`src/rtl/fpu_mul_post_norm.sv`:
```
`default_nettype none
// ============================================================================
// Module   : fpu_mul_post_norm
// Purpose  : Single-precision multiply back end for the OR1200 FPU.
//            It classifies the operands and feeds hidden-bit mantissas to an
//            external fixed-latency 24x24 multiplier. Sign, exponent sum,
//            operand class and rounding mode travel down a matching delay
//            line. When the product arrives it is normalized, rounded and
//            checked for IEEE-754 special cases, and the result is
//            registered with a one-cycle ready strobe.
// Ports    : clk, rst_n (async, active low)
//            start_i, opa_i[31:0], opb_i[31:0], rmode_i[1:0] : operation in
//            fracta_o[23:0], fractb_o[23:0]  : mantissas to the multiplier
//            product_i[47:0]                 : product, MUL_LAT edges later
//            output_o[31:0], ready_o, overflow_o, underflow_o, inexact_o,
//            invalid_o                       : registered result and flags
// Revision : 1.0 - initial release
// ============================================================================
module fpu_mul_post_norm #(
   parameter int MUL_LAT = 3
) (
   input  logic        clk,
   input  logic        rst_n,
   input  logic        start_i,
   input  logic [31:0] opa_i,
   input  logic [31:0] opb_i,
   input  logic [1:0]  rmode_i,
   output logic [23:0] fracta_o,
   output logic [23:0] fractb_o,
   input  logic [47:0] product_i,
   output logic [31:0] output_o,
   output logic        ready_o,
   output logic        overflow_o,
   output logic        underflow_o,
   output logic        inexact_o,
   output logic        invalid_o
);

   localparam logic [1:0]  c_rm_rne = 2'b00;
   localparam logic [1:0]  c_rm_rz  = 2'b01;
   localparam logic [1:0]  c_rm_rup = 2'b10;
   localparam logic [1:0]  c_rm_rdn = 2'b11;
   localparam logic [31:0] c_qnan   = 32'h7FC0_0000;

   // Everything the back end needs about an operation, minus the product.
   typedef struct packed {
      logic       valid;
      logic       sign;
      logic [9:0] esum;    // signed ea+eb-127
      logic       a_zero;
      logic       a_inf;
      logic       a_nan;
      logic       b_zero;
      logic       b_inf;
      logic       b_nan;
      logic [1:0] rmode;
   } side_t;

   // ---------------------------------------------------------------- front
   logic [7:0]  w_ea, w_eb;
   logic [22:0] w_fa, w_fb;
   logic        w_a_zero, w_a_max, w_b_zero, w_b_max;
   logic [9:0]  w_esum;

   assign w_ea     = opa_i[30:23];
   assign w_eb     = opb_i[30:23];
   assign w_fa     = opa_i[22:0];
   assign w_fb     = opb_i[22:0];
   assign w_a_zero = (w_ea == 8'h00);
   assign w_b_zero = (w_eb == 8'h00);
   assign w_a_max  = (w_ea == 8'hFF);
   assign w_b_max  = (w_eb == 8'hFF);
   assign w_esum   = {2'b00, w_ea} + {2'b00, w_eb} - 10'd127;

   // Non-normal operands present a zero mantissa; their result is decided
   // entirely by the special-case logic, so the product is don't-care.
   assign fracta_o = (!w_a_zero && !w_a_max) ? {1'b1, w_fa} : 24'd0;
   assign fractb_o = (!w_b_zero && !w_b_max) ? {1'b1, w_fb} : 24'd0;

   // ----------------------------------------------------------- delay line
   side_t pipe_q [MUL_LAT];
   side_t pipe_d [MUL_LAT];

   always_comb begin
      pipe_d[0].valid  = start_i;
      pipe_d[0].sign   = opa_i[31] ^ opb_i[31];
      pipe_d[0].esum   = w_esum;
      pipe_d[0].a_zero = w_a_zero;
      pipe_d[0].a_inf  = w_a_max & ~|w_fa;
      pipe_d[0].a_nan  = w_a_max & |w_fa;
      pipe_d[0].b_zero = w_b_zero;
      pipe_d[0].b_inf  = w_b_max & ~|w_fb;
      pipe_d[0].b_nan  = w_b_max & |w_fb;
      pipe_d[0].rmode  = rmode_i;
      for (int i = 1; i < MUL_LAT; i++) begin
         pipe_d[i] = pipe_q[i-1];
      end
   end

   always_ff @(posedge clk or negedge rst_n) begin
      if (!rst_n) begin
         for (int i = 0; i < MUL_LAT; i++) begin
            pipe_q[i] <= '0;
         end
      end else begin
         for (int i = 0; i < MUL_LAT; i++) begin
            pipe_q[i] <= pipe_d[i];
         end
      end
   end

   // ------------------------------------------------------------- back end
   side_t              w_slot;
   logic [23:0]        w_m;
   logic               w_g, w_s, w_inc;
   logic signed [9:0]  w_e_norm, w_e_fin;
   logic [24:0]        w_m_sum;
   logic [22:0]        w_frac_fin;
   logic [31:0]        w_res;
   logic               w_ovf, w_unf, w_inx, w_inv;

   assign w_slot = pipe_q[MUL_LAT-1];

   always_comb begin
      // Normalize: the product of two [1,2) mantissas lies in [1,4).
      if (product_i[47]) begin
         w_m      = product_i[47:24];
         w_g      = product_i[23];
         w_s      = |product_i[22:0];
         w_e_norm = $signed(w_slot.esum) + 10'sd1;
      end else begin
         w_m      = product_i[46:23];
         w_g      = product_i[22];
         w_s      = |product_i[21:0];
         w_e_norm = $signed(w_slot.esum);
      end

      case (w_slot.rmode)
         c_rm_rne: w_inc = w_g & (w_s | w_m[0]);
         c_rm_rz:  w_inc = 1'b0;
         c_rm_rup: w_inc = ~w_slot.sign & (w_g | w_s);
         default:  w_inc = w_slot.sign & (w_g | w_s);
      endcase

      // A carry out of the mantissa only happens from all-ones, so the
      // rounded value is exactly 1.0 at the next exponent.
      w_m_sum = {1'b0, w_m} + {24'd0, w_inc};
      if (w_m_sum[24]) begin
         w_frac_fin = 23'd0;
         w_e_fin    = w_e_norm + 10'sd1;
      end else begin
         w_frac_fin = w_m_sum[22:0];
         w_e_fin    = w_e_norm;
      end

      w_res = {w_slot.sign, w_e_fin[7:0], w_frac_fin};
      w_ovf = 1'b0;
      w_unf = 1'b0;
      w_inx = w_g | w_s;
      w_inv = 1'b0;

      if (w_slot.a_nan || w_slot.b_nan) begin
         w_res = c_qnan;
         w_inx = 1'b0;
      end else if ((w_slot.a_inf && w_slot.b_zero) ||
                   (w_slot.a_zero && w_slot.b_inf)) begin
         w_res = c_qnan;
         w_inx = 1'b0;
         w_inv = 1'b1;
      end else if (w_slot.a_inf || w_slot.b_inf) begin
         w_res = {w_slot.sign, 8'hFF, 23'd0};
         w_inx = 1'b0;
      end else if (w_slot.a_zero || w_slot.b_zero) begin
         w_res = {w_slot.sign, 31'd0};
         w_inx = 1'b0;
      end else if (w_e_fin >= 10'sd255) begin
         w_ovf = 1'b1;
         w_inx = 1'b1;
         // Directed modes saturate to max finite when rounding away from inf.
         case (w_slot.rmode)
            c_rm_rne: w_res = {w_slot.sign, 8'hFF, 23'd0};
            c_rm_rz:  w_res = {w_slot.sign, 31'h7F7F_FFFF};
            c_rm_rup: w_res = w_slot.sign ? 32'hFF7F_FFFF : 32'h7F80_0000;
            default:  w_res = w_slot.sign ? 32'hFF80_0000 : 32'h7F7F_FFFF;
         endcase
      end else if (w_e_fin <= 10'sd0) begin
         w_res = {w_slot.sign, 31'd0};
         w_unf = 1'b1;
         w_inx = 1'b1;
      end
   end

   // ------------------------------------------------------ output register
   logic [31:0] output_q, output_d;
   logic        ready_q, ready_d;
   logic        ovf_q, ovf_d, unf_q, unf_d, inx_q, inx_d, inv_q, inv_d;

   always_comb begin
      ready_d  = w_slot.valid;
      output_d = output_q;
      ovf_d    = ovf_q;
      unf_d    = unf_q;
      inx_d    = inx_q;
      inv_d    = inv_q;
      if (w_slot.valid) begin
         output_d = w_res;
         ovf_d    = w_ovf;
         unf_d    = w_unf;
         inx_d    = w_inx;
         inv_d    = w_inv;
      end
   end

   always_ff @(posedge clk or negedge rst_n) begin
      if (!rst_n) begin
         output_q <= 32'd0;
         ready_q  <= 1'b0;
         ovf_q    <= 1'b0;
         unf_q    <= 1'b0;
         inx_q    <= 1'b0;
         inv_q    <= 1'b0;
      end else begin
         output_q <= output_d;
         ready_q  <= ready_d;
         ovf_q    <= ovf_d;
         unf_q    <= unf_d;
         inx_q    <= inx_d;
         inv_q    <= inv_d;
      end
   end

   assign output_o    = output_q;
   assign ready_o     = ready_q;
   assign overflow_o  = ovf_q;
   assign underflow_o = unf_q;
   assign inexact_o   = inx_q;
   assign invalid_o   = inv_q;

endmodule
`default_nettype wire

```
`config.mk`:
```
export PLATFORM = sky130hd
export DESIGN_NAME = fpu_mul_post_norm
export DESIGN_NICKNAME = d
export VERILOG_FILES = /design/src/rtl/fpu_mul_post_norm.sv
export SDC_FILE = /design/constraint.sdc
export NUM_CORES = 1
export LEC_CHECK = 0
export ABC_CLOCK_PERIOD_IN_PS = 4100
export CAP_MARGIN = 25
export CORE_ASPECT_RATIO = 1.75
export CORE_MARGIN = 2
export CORE_UTILIZATION = 40
export DETAILED_ROUTE_END_ITERATION = 12
export HOLD_SLACK_MARGIN = 0.15
export PLACE_DENSITY = 0.74
export SETUP_SLACK_MARGIN = 0.3
export SYNTH_ARGS = -nofsm -noshare
export SYNTH_HDL_FRONTEND = slang
export SYNTH_SLANG_ARGS = --single-unit
```
`constraint.sdc`:
```
create_clock -name clk -period 4.1 [get_ports clk]
set_input_delay 0.615 -clock clk [delete_from_list [all_inputs] [get_ports clk]]
set_output_delay 0.615 -clock clk [all_outputs]
set_load 0.02 [all_outputs]
```
==> results_dict.tcl <==
set metrics [dict create \
    outcome "completed" \
    die_h_um 168.9 \
    multi_input_comb_area_um2 3754 \
    grt_start_max_net_pins 74 \
    synth_compound_gate_area_share_pct 15.70 \
    final_critical_path_setup_slack_ns 0.3862 \
    timing.final.crit_share_pct 90.58 \
    num-fill-cells 1323 \
    grt_overflow_total 0 \
    first_iter_violations 328 \
    mappedNetlistArea_um2 6217 \
    finalNetCount 1033 \
    post_drt_via_cell_ratio 5.586 \
    rsz0062_at_grt "yes" \
    clock_tree.root_cell "sky130_fd_sc_hd__clkbuf_16" \
    postRouteWirelength_mm 20.02 \
    post_route_cells_drive_above_1_share_pct 14.70 \
    drc 0 \
    grt_antenna_before_repair 0 \
    synth_top_cell_by_area "sky130_fd_sc_hd__dfrtp_1" \
    period_minus_slack_ns 3.714 \
    synth_top_cell_area_share_pct 39.04 \
    detailroute.via_count 6055 \
    crit_chain "nor2b_4 > ha_4 > nand3b_1 > o21ai_1 > ha_2 > ha_4 > nand4_1 > nor3_2 > nand4_2 > buf_6 > o41ai_4 > o211ai_1 > o31ai_4 > and4bb_4 > a211o_1" \
    relSlewSlack_pct 40.20 \
    tritoncts "yes" \
    detail_route.wl_per_cell_um 18.47 \
    finalMaxSlewViolations 0 \
    grt_pass1_vias 6119 \
    netlist-cell-type-count 73 \
    drt_pass1_iterations 5 \
    cts-root-to-sink-buffers 2 \
    synth_top_family_by_area "simple AND/OR/NAND/NOR gates" \
    utilization_pct 60.32 \
    synth_xor_xnor_area_share_pct 8.010 \
    floorplan.rows 60 \
    post_synthesis_cell_count 653 \
    synth.top_cells.by_area "sky130_fd_sc_hd__dfrtp_1 39%, sky130_fd_sc_hd__and2_1 4.9%, sky130_fd_sc_hd__xnor2_1 4.4%" \
    num_antenna_cells 0 \
    core_area_um2 15310 \
    sequential_cell_area_um2 2429 \
    largest_fanout_of_any_net_on_the_critical_path 5 \
    place_hpwl_mm 15.87 \
    critPathArrivalTime_ns 3.95 \
    power_leakage_nw 3.795 \
    clkSlewWorstSetupHoldPaths_ns 0.07 \
    num_io_pins 202 \
    synth-edff-count 0 \
    cp-end-kind "flip-flop" \
    postSynthAreaPerCell_um2 9.521 \
    share_of_flip_flops_with_an_asynchronous_set_or_reset_pct 100.0 \
    cts-buffers-inserted 9 \
    timing.final.setup_violations 0 \
    max_stage_delay_ns 0.43 \
    synth_simple_gate_area_share_pct 25.68 \
    finalClockSkew_ns 0.005877 \
    grt_pass1_wl_mm 30.66 \
    ant_nets 0 \
    synth-seq-area-share_pct 39.04 \
    syn_nets 792 \
    synth_ff_type "sky130_fd_sc_hd__dfrtp_1" \
    areaGrowthSynthToFinish_pct 48.58 \
    muxShareOfSynthArea_pct 3.341 \
    port-buffer-count 201 \
    hold_path.class "flip-flop to flip-flop" \
    number_of_h_tree_branching_levels 3 \
    pre_cts_ws_ns -0.2475 \
    areal_power_density_over_the_cells_nw_per_um2 359.8 \
    place_congestion 0.9525 \
    timing.fmax_mhz 269.3 \
    yosys.cell_count.top_type "sky130_fd_sc_hd__dfrtp_1" \
    worst_setup_path_start_kind "flip-flop" \
    critical-path-slowest-cell "sky130_fd_sc_hd__dfrtp_2" \
    globalRouteTotalUtil_pct 23.48 \
    synth.ff_latch_count 97 \
    floorplan.die.width_um 98.24 \
    post_synth_fa_ha_maj_area_fraction_pct 4.548 \
    synth-warning-count 0 \
    timing.max_cap.violations 0 \
    max-vdd-ir-drop_uv 211.6 \
    worstSetupPathType "flip-flop to flip-flop" \
    design.die.area_um2 16600 \
    initial_core_utilization_pct 40.60 \
    tightestPinTransition_ns 0.8970 \
    worst-endpoint-required_ns 4.33 \
    worst_path_most_repeated_cell "sky130_fd_sc_hd__ha_4" \
    timing.final.hold_violations 0 \
    clock_insertion_delay_worst_skew_ns 0.35 \
    numClockSinks 97 \
    yosys-top-cells-count "97 x sky130_fd_sc_hd__dfrtp_1, 51 x sky130_fd_sc_hd__nand2_1, 49 x sky130_fd_sc_hd__and2_1" \
]
-- cell usage in the layout, fill, tap and decap left out, types with 12 or more instances in the layout --
master                            netlist  layout
sky130_fd_sc_hd__nand2_1               51      51
sky130_fd_sc_hd__ha_1                  21      18
sky130_fd_sc_hd__nor2_1                38      36
sky130_fd_sc_hd__nor3_1                14      12
sky130_fd_sc_hd__and2_1                49      49
sky130_fd_sc_hd__clkdlybuf4s50_1        0     174
sky130_fd_sc_hd__buf_4                  4      58
sky130_fd_sc_hd__nor4_1                22      18
sky130_fd_sc_hd__mux2i_1               14      14
sky130_fd_sc_hd__a21oi_1               25      23
sky130_fd_sc_hd__o2bb2ai_1             13      13
sky130_fd_sc_hd__o21ai_0               17      16
sky130_fd_sc_hd__nand3_1               19      18
sky130_fd_sc_hd__xor2_1                24      24
sky130_fd_sc_hd__dfrtp_1               97      96
sky130_fd_sc_hd__nand4_1               17      17
sky130_fd_sc_hd__xnor2_1               31      30
sky130_fd_sc_hd__dlygate4sd2_1          0      18
sky130_fd_sc_hd__inv_1                 16      15
-- report_power, final --
part / internal (mW) / total [mW] / switching, mW
combinational: 0.570 / 1.19 / 0.624
clock: 0.553 / 0.907 / 0.354
sequential: 1.10 / 1.22 / 0.118
-- sequential cells by signal (all words and copies together) (netlist names) --
register     count
pipe_d          40
output_o        32
pipe_q          19
inexact_o        1
invalid_o        1
overflow_o       1
ready_d          1
ready_o          1
underflow_o      1
-- metrics by stage --
| step | TNS [ns] | area, um2 | total power [mW] | hold slack (ns) | instances |
|---|---|---|---|---|---|
| after floorplan | -0.6983 | 6315 | 1.839 | 0.3194 | 653 |
| after global routing | 0 | 9238 | 3.486 | 0.3529 | 1084 |
| after detailed placement | -4.662 | 8768 | 2.403 | 0.3355 | 1062 |
| after global placement | -3.644 | 8768 | 2.393 | 0.3316 | 1062 |
| after CTS | 0 | 9159 | 3.325 | 0.3486 | 1079 |
| final | 0 | 9238 | 3.324 | 0.3442 | 1084 |
-- cell type report --
type | instances | area share [%]
multi-input combinational | 508 | 40.63
clock inverter | 5 | 0.9346
inverter | 17 | 0.6908
sequential | 97 | 26.29
tap | 186 | 2.519
clock buffer | 10 | 2.587
timing repair buffer | 261 | 26.34
-- cell families after synthesis --
| kind of cell | Yosys count |
|---|---|
| compound gates | 131 |
| xor+xnor | 56 |
| fa+ha+maj | 22 |
| buf+inv | 49 |
| flops | 97 |
| mux | 20 |
| simple gates | 278 |
-- critical path, delay by kind of cell (launching register included) --
| family | cells | cell delay, ns |
|---|---|---|
| AOI/OAI and AO/OA | 5 | 1.20 |
| and+or+nand+nor | 6 | 1.19 |
| adders and majority gates | 3 | 0.61 |
| DFF | 1 | 0.43 |
| buffers and inverters | 1 | 0.19 |
-- repair_timing --
action / in CTS / in global routing
cloned: 0 / 1
pin swaps: 16 / 9
resized for setup: 42 / 27
endpoints found under the setup margin: 26 / 56
hold buffers: 0 / 0
setup buffers: 2 / 4
-- routing by layer --
| layer | wire length (um) | global-route usage [%] |
|---|---|---|
| met5 | 0 | 0 |
| met4 | 715 | 10.07 |
| met3 | 1050 | 3.509 |
| met2 | 11050 | 45.80 |
| met1 | 7205 | 24.44 |
-- final timing paths --
kind                       cells past startpoint  slack, ns            to      start
max in group asynchronous                      2       2.84  output_o[11]      rst_n
min reg2reg                                    0       0.34     pipe_q[9]  pipe_d[9]
max reg2reg                                   15       0.39   output_o[0]  pipe_q[1]
min in group asynchronous                      1       0.37  output_o[30]      rst_n
max                                           15       0.39   output_o[0]  pipe_q[1]
min                                            0       0.34     pipe_q[9]  pipe_d[9]
(Power assumes the default switching activity.)
